<file path="config.mk">
export PLATFORM = sky130hd
export DESIGN_NAME = bp_cfg_loader
export DESIGN_NICKNAME = d
export VERILOG_FILES = /design/src/rtl/bp_cfg_loader.sv
export SDC_FILE = /design/constraint.sdc
export NUM_CORES = 1
export LEC_CHECK = 0
export BUFFER_PORTS_ARGS = -buffer_cell sky130_fd_sc_hd__buf_2
export CAP_MARGIN = 5
export CORE_MARGIN = 3
export CORE_UTILIZATION = 35
export CTS_BUF_LIST = sky130_fd_sc_hd__clkbuf_8
export DETAILED_ROUTE_END_ITERATION = 12
export PLACE_DENSITY_LB_ADDON = 0.05
export SLEW_MARGIN = 15
export SYNTH_ARGS = -nofsm -noshare
export SYNTH_HDL_FRONTEND = slang
export SYNTH_SLANG_ARGS = --single-unit
</file>
<file path="constraint.sdc">
create_clock -name clk_i -period 4 [get_ports clk_i]
set_input_delay 0.2 -clock clk_i [delete_from_list [all_inputs] [get_ports clk_i]]
set_output_delay 0.2 -clock clk_i [all_outputs]
set_load 0.005 [all_outputs]
</file>
<file path="src/rtl/bp_cfg_loader.sv">
// Boot-time config sequencer: streams a register table to every core, then
// releases each core's freeze register, with credit-based write flow control.
module bp_cfg_loader #(
    parameter int num_core_p       = 4,
    parameter int num_regs_p       = 8,
    parameter int cfg_addr_width_p = 16,
    parameter int cfg_data_width_p = 64,
    parameter int max_credits_p    = 4,
    parameter logic [cfg_addr_width_p-1:0] freeze_addr_p = 'h2,
    localparam int lg_num_core = (num_core_p > 1) ? $clog2(num_core_p) : 1,
    localparam int lg_num_regs = (num_regs_p > 1) ? $clog2(num_regs_p) : 1,
    localparam int cred_w      = $clog2(max_credits_p + 1)
) (
    input  logic                                       clk_i,
    input  logic                                       reset_i,
    input  logic                                       start_i,
    output logic [lg_num_regs-1:0]                     table_idx_o,
    input  logic [cfg_addr_width_p+cfg_data_width_p-1:0] table_data_i,
    output logic                                       cfg_v_o,
    input  logic                                       cfg_ready_i,
    output logic [lg_num_core-1:0]                     cfg_core_o,
    output logic [cfg_addr_width_p-1:0]                cfg_addr_o,
    output logic [cfg_data_width_p-1:0]                cfg_data_o,
    input  logic                                       ack_v_i,
    output logic                                       busy_o,
    output logic                                       done_o,
    output logic                                       err_o
);

    typedef enum logic [2:0] {
        IDLE, WRITE, DRAIN, RELEASE, DRAIN2, DONE
    } state_e;

    localparam logic [lg_num_core-1:0] last_core = lg_num_core'(num_core_p - 1);
    localparam logic [lg_num_regs-1:0] last_reg  = lg_num_regs'(num_regs_p - 1);
    localparam logic [cred_w-1:0]      max_cred  = cred_w'(max_credits_p);

    state_e                 state_q, state_d;
    logic [lg_num_core-1:0] core_q, core_d;
    logic [lg_num_regs-1:0] reg_q, reg_d;
    logic [cred_w-1:0]      credits_q;
    logic                   err_q;
    logic                   issue;
    logic                   xfer;
    logic                   start_go;

    assign issue    = (state_q == WRITE) || (state_q == RELEASE);
    // Only transfers raise credits, so a pending valid can never be withdrawn.
    assign cfg_v_o  = issue && (credits_q < max_cred);
    assign xfer     = cfg_v_o && cfg_ready_i;
    assign start_go = start_i && ((state_q == IDLE) || (state_q == DONE));

    assign busy_o      = (state_q != IDLE) && (state_q != DONE);
    assign done_o      = (state_q == DONE);
    assign err_o       = err_q;
    assign table_idx_o = reg_q;

    always_comb begin
        cfg_core_o = '0;
        cfg_addr_o = '0;
        cfg_data_o = '0;
        if (state_q == WRITE) begin
            cfg_core_o               = core_q;
            {cfg_addr_o, cfg_data_o} = table_data_i;
        end else if (state_q == RELEASE) begin
            cfg_core_o = core_q;
            cfg_addr_o = freeze_addr_p;
        end
    end

    always_comb begin
        state_d = state_q;
        core_d  = core_q;
        reg_d   = reg_q;
        unique case (state_q)
            IDLE, DONE: begin
                if (start_i) begin
                    state_d = WRITE;
                    core_d  = '0;
                    reg_d   = '0;
                end
            end
            WRITE: begin
                if (xfer) begin
                    if (reg_q == last_reg) begin
                        reg_d = '0;
                        if (core_q == last_core) begin
                            core_d  = '0;
                            state_d = DRAIN;
                        end else begin
                            core_d = core_q + 1'b1;
                        end
                    end else begin
                        reg_d = reg_q + 1'b1;
                    end
                end
            end
            DRAIN: begin
                if (credits_q == '0) begin
                    core_d  = '0;
                    state_d = RELEASE;
                end
            end
            RELEASE: begin
                if (xfer) begin
                    if (core_q == last_core) begin
                        core_d  = '0;
                        state_d = DRAIN2;
                    end else begin
                        core_d = core_q + 1'b1;
                    end
                end
            end
            DRAIN2: begin
                if (credits_q == '0) state_d = DONE;
            end
            default: state_d = IDLE;
        endcase
    end

    always_ff @(posedge clk_i or posedge reset_i) begin
        if (reset_i) begin
            state_q <= IDLE;
            core_q  <= '0;
            reg_q   <= '0;
        end else begin
            state_q <= state_d;
            core_q  <= core_d;
            reg_q   <= reg_d;
        end
    end

    // An ack with nothing outstanding is flagged, never allowed to underflow.
    always_ff @(posedge clk_i or posedge reset_i) begin
        if (reset_i) begin
            credits_q <= '0;
            err_q     <= 1'b0;
        end else if (start_go) begin
            credits_q <= '0;
            err_q     <= 1'b0;
        end else begin
            unique case ({xfer, ack_v_i})
                2'b10: credits_q <= credits_q + 1'b1;
                2'b01: begin
                    if (credits_q == '0) err_q <= 1'b1;
                    else credits_q <= credits_q - 1'b1;
                end
                default: credits_q <= credits_q;
            endcase
        end
    end

endmodule

</file>
### Word level (Yosys, flattened, before mapping)

Index checks and enable logic that the tools add are counted.

| cells by class | value |
|---|---|
| mux-type cells | 31 |
| magnitude comparators | 1 |
| equality and inequality tests | 19 |
| add/sub/neg operators | 4 |
| reductions and logical operators | 20 |

Operators by type and width:

| operator | count |
|---|---|
| two-way mux 64 bit | 1 |
| two-way mux 3 bit | 13 |
| two-way mux 2 bit | 9 |
| two-way mux 16 bit | 1 |
| case mux 3 bit (5 select lines) | 1 |
| case mux 3 bit (2 select lines) | 2 |
| inequality test 2 bit, second input constant | 5 |
| equality test 3 bit, second input constant | 3 |
| case mux 2 bit (4 select lines) | 1 |
| AND reduction 8 bit | 1 |
| adder 3 x 1 -> 3 bit, second input constant | 2 |
| equality test 3 x 2 -> 1 bit, second input constant | 2 |
| logical NOT 3 bit | 2 |
| inequality test 2 x 1 -> 1 bit, second input constant | 3 |
| inequality test 3 bit, second input constant | 2 |
| AND reduction 6 bit | 1 |
| nonzero test 2 bit | 3 |
| nonzero test 3 bit | 2 |
| equality test 2 bit, second input constant | 2 |
| logical AND 1 bit | 4 |
| AND reduction 2 bit | 2 |
| nonzero test 4 bit | 1 |
| equality test 3 x 1 -> 1 bit, second input constant | 1 |
| less-than comparator 3 bit, second input constant | 1 |
| 7 further kinds | 10 |

| word-level totals | value |
|---|---|
| output and inout port bits | 89 |
| register bits after elaboration | 12 |
| logic and storage cells | 80 |
| input port bits | 85 |

### Depth between registers and ports, before layout

| logic depth | value |
|---|---|
| depth in word-level cells | 7 |
| depth in mapped cells | 6 |
| depth with buffers taken out | 6 |

### Worst setup path before layout

Ideal clock, no wire load.

| path | value |
|---|---|
| path type | register -> register |
| start point | register credits_q[2] |
| end point | register credits_q[1] |
| arrival time | 1417 ps |
| path slack | 2505 ps |
| cell stages (with the launch flop) | 6 |
| buffers on the path | 0 |
| data required time | 3923 ps |
| cells stage by stage | dfrtp_1 > nand4bb_1 > nand2_1 > fa_1 > a21o_1 > a21oi_1 |

| on the way | value |
|---|---|
| longest elaborated chain between the ends | 6 |
| elaborated cells between the ends (all ways) | 11 |
| classes of those cells | 1 x order compare; 3 x eq/ne; 2 x mux; 5 x reduce/logical |

RTL lines:

| element | RTL line | source |
|---|---|---|
| start, declared | 41 | `logic [cred_w-1:0] credits_q;` |
| start signal, assigned | 143 | `2'b10: credits_q <= credits_q + 1'b1;` |
| start signal, assigned | 146 | `else credits_q <= credits_q - 1'b1;` |
| start signal, assigned | 148 | `default: credits_q <= credits_q;` |
| less-than comparator 3 bit | 49 | `assign cfg_v_o = issue && (credits_q < max_cred);` |
| logical AND 1 bit | 49 |  |
| logical AND 1 bit | 50 | `assign xfer = cfg_v_o && cfg_ready_i;` |
| equality test 2 x 1 -> 1 bit or equality test 2 bit (tied branches) | 142 | `unique case ({xfer, ack_v_i})` |
| case mux 3 bit (2 select lines), or another cell as far along | 142 |  |
| two-way mux 3 bit or AND reduction 2 bit (tied branches) | -- |  |

Parallel ways exist; a longest one is shown, timed or not.
A chain may end at the register's enable or synchronous reset.

### Final worst setup path

| path | value |
|---|---|
| start point | register state_q[0] |
| end point | output cfg_data_o[34] |

| on the way | value |
|---|---|
| longest elaborated chain between the ends | 2 |

RTL lines:

| element | RTL line | source |
|---|---|---|
| start, declared | 38 | `state_e state_q, state_d;` |
| start signal, assigned | 127 | `state_q <= state_d;` |
| equality test 3 x 1 -> 1 bit | 62 | `if (state_q == WRITE) begin` |
| two-way mux 64 bit | 62 |  |
| end, declared | 23 | `output logic [cfg_data_width_p-1:0] cfg_data_o,` |

No other way between the ends.

==> results.md <==
* WP buf/inv at 2
* DP HPWL at 4565 microns
* Worst-Skew Late Latency at 0.24 ns
* TritonCTS Buffers at 3
* CP endpoint kind: output pin
* Critical path fanouts, max at 81
* I/O pin cnt at 174
* Share of layout cells above drive strength 1 at 52.48%
* Path length in cells of the critical path at 4
* Worst-path cell chain: nor3b_4, buf_4, and2_1, buf_2
* Crit. Startpoint: state_q[0]$_DFFE_PP0P_
* Clock Power Share at 10.8%
* Starting Density at 37.81%
* Final WL at 5376 microns
* Syn Nets at 264
* Register area at 300.3 sq um
* Sink Count at 12
* Logic pwr share at 70.3%
* Largest net degree at the start of global routing at 82
* Setup CP Type: reg2out
* Clock skew at 0.003364 ns
* Post-synth top area share at 39.60%
* Number of distinct library cells after synthesis at 30
* Syn Std Cell Area at 1311 sq um
* Max clock buf depth at 2
* Min-delay src: ack_v_i
* Sequential area share after synthesis at 22.90%
* Slew HR at 64.94%
* Reg-to-reg endpoint: table_idx_o[0]$_DFFE_PP0P_
* Post-route ant nets at 0
* Switching Share at 42.10%
* CTS tree: built
* Worst hold-check path type: in2reg
* FF+latch count, synth at 12
* Number of synthesized flops with an enable pin at 0
* Period minus WS final at 2.043 ns
* Routability cong. at 0.9550
* CTS Hold Bufs at 1
* Critical path data arrival time at 1.84 ns
* CP top delay family: buffers and inverters
* Die width at 67.21 microns
* Synth async-reset ratio at 100.0%
* R2r setup slk at 2.20 ns
* Worst EP required at 3.80 ns
* NetSw at 0.5098 mW
* Drt pass-1 iters at 6
* Root Buffer: clkbuf_8
* Post-route setup TNS at 0 ns
* Final Cycle Share at 51.07%
* Internal power at 0.7010 mW
* Slowest cell on the critical path: dfrtp_1
* Synthesis warning total at 0
* Util after Layout at 65.22%
* Core area at 3468 sq um
* Footprint of the multi-input gates at 937.1 sq um
* Worst Max-Slew Pin Slew at 0.5260 ns
* DR vias at 1756
* # port buffers at 173
* Mapped Cells at 175
* Vias in the first global route at 1573
* Die height at 67.21 microns
* Setup Buffers After CTS at 0
* Reg-to-Reg Start: state_q[0]$_DFFE_PP0P_
* Setup-failing EPs final at 0
* Tot GR Track Use at 22.20%
* Hold Fails Final Rpt at 0
* Fill cell instance count of the final layout at 345
* Synth area leader: and2_1
* Max-cap violations at 0
* Num rows at 21
* P_leak at 1.316 nW
* Cell with the most instances after synthesis: and2_1
* Vias per inst at 4.503
* Worst VDD drop at 0.2246 mV
* Worst setup endpoint: cfg_data_o[34]
* RSZ-0062 raised after global routing: no
* Nets@finish at 433
* Worst r2r path cells at 4
* Cell types occupying the most area after synthesis: and2_1, dfrtp_1, nand3_1
* PD cells at 535.2 nW/um^2
* Status: finished, final reports clean
* Highest Clock Rate at 489.5 MHz
* Crit start category: register
* Layout area overhead at 72.52%
* First-pass GRT wire length at 7596 microns
* Initial antenna violation count at 1
* Die area at 4517 sq um
* Avg WL per Cell at 13.78 microns
* DR iter-0 viols at 89
* Max Slew Vio Count at 0
* Top cells by count, synth: and2_1, dfrtp_1, clkbuf_1, nand2_1, nand3_1
* Worst hold stages at 3
* Grt ovf at 0
* Clk slew on worst S/H paths at 0.05 ns
* Main synth FF type: dfrtp_1
* DR DRC count at 0
* Post_cts resized at 0
* Hold_ws at 0.2537 ns
* CP max stage delay at 0.56 ns
* Sequential share of power at 18.9%
* Avg Inst Size Synth at 7.493 sq um
* H-tree depth at 1
-- layout by cell type (no fill, tap or decap), types with 2 or more instances in the layout --
cell      netlist  routed
a21oi_1         6       6
nor2_1          6       6
dfrtp_1        12      12
nand2_1         8       8
o21ai_0         4       4
buf_2           2     173
nor2b_1         2       2
nor3_1          2       2
clkbuf_8        0       4
a21o_1          2       2
mux2i_1         3       3
and2_1         83      83
ha_1            3       3
inv_1           7       7
a22o_1          3       3
nand3_1         8       8
nand2b_1        3       3
-- area by class of cell --
cell class | count | share of cell area [%]
inverters | 7 | 1.162
repair buffers | 175 | 39.05
flip-flops and latches | 12 | 13.27
clock buffers | 4 | 2.434
diodes | 1 | 0.1106
multi-input cells | 145 | 41.43
well taps | 46 | 2.544
-- routing by layer --
metal  up-vias  track usage (%)  share of wire [%]
met2        95            39.88                 53
met1       746            25.43                 36
met3        12            5.158                8.3
li1        903                -                  -
met4         0            8.101                2.7
met5         -                0                  0
-- metrics by stage --
| step | instances | instance area, sq um | setup WS (ns) | power (mW) |
|---|---|---|---|---|
| after CTS | 389 | 2260 | 1.954 | 1.225 |
| after floorplan | 175 | 1311 | 2.505 | 0.7150 |
| after detailed placement | 384 | 2195 | 2.182 | 1.089 |
| after global placement | 384 | 2195 | 2.241 | 1.085 |
| final | 390 | 2262 | 1.957 | 1.211 |
| after global routing | 390 | 2262 | 1.785 | 1.346 |
-- flip-flops by register name, summed over array words and instances, names as in the netlist --
register     count
state_q          3
core_q           2
credits_q        3
table_idx_o      3
err_o            1
-- worst min path at each step --
stage,end,slack (ns)
global placement,credits_q[0]$_DFFE_PP0P_,0.23
floorplan,core_q[0]$_DFFE_PP0P_,0.06
finish,err_o$_DFFE_PP0P_,0.25
detailed placement,table_idx_o[1]$_DFFE_PP0P_,0.24
global route,err_o$_DFFE_PP0P_,0.31
CTS,err_o$_DFFE_PP0P_,0.25
-- kinds of logic (layout without fill, tap and decap cells) --
family          count (synthesis)  after routing  share of synthesized area (%)
compound gates                 21             21                          10.59
other cells                     0              1                              0
fa+ha+maj                       4              4                          4.390
flops                          12             12                          22.90
simple gates                  116            116                          53.53
buf+inv                        18            186                          5.630
xor+xnor                        1              1                         0.6681
mux                             3              3                          2.290
-- tightest hold or removal path, cell delays in order --
cell     delay [ns]
buf_2          0.11
a31oi_1        0.07
nor2_1         0.07
-- power by group through the flow --
stage | clock network [mW] | registers (mW) | logic (mW)
floorplan | 0 | 0.207 | 0.508
global placement | 0 | 0.230 | 0.856
detailed placement | 0 | 0.228 | 0.861
CTS | 0.132 | 0.228 | 0.865
global route | 0.144 | 0.240 | 0.963
finish | 0.130 | 0.229 | 0.852
Note: power is estimated with default switching activity, not from simulation.
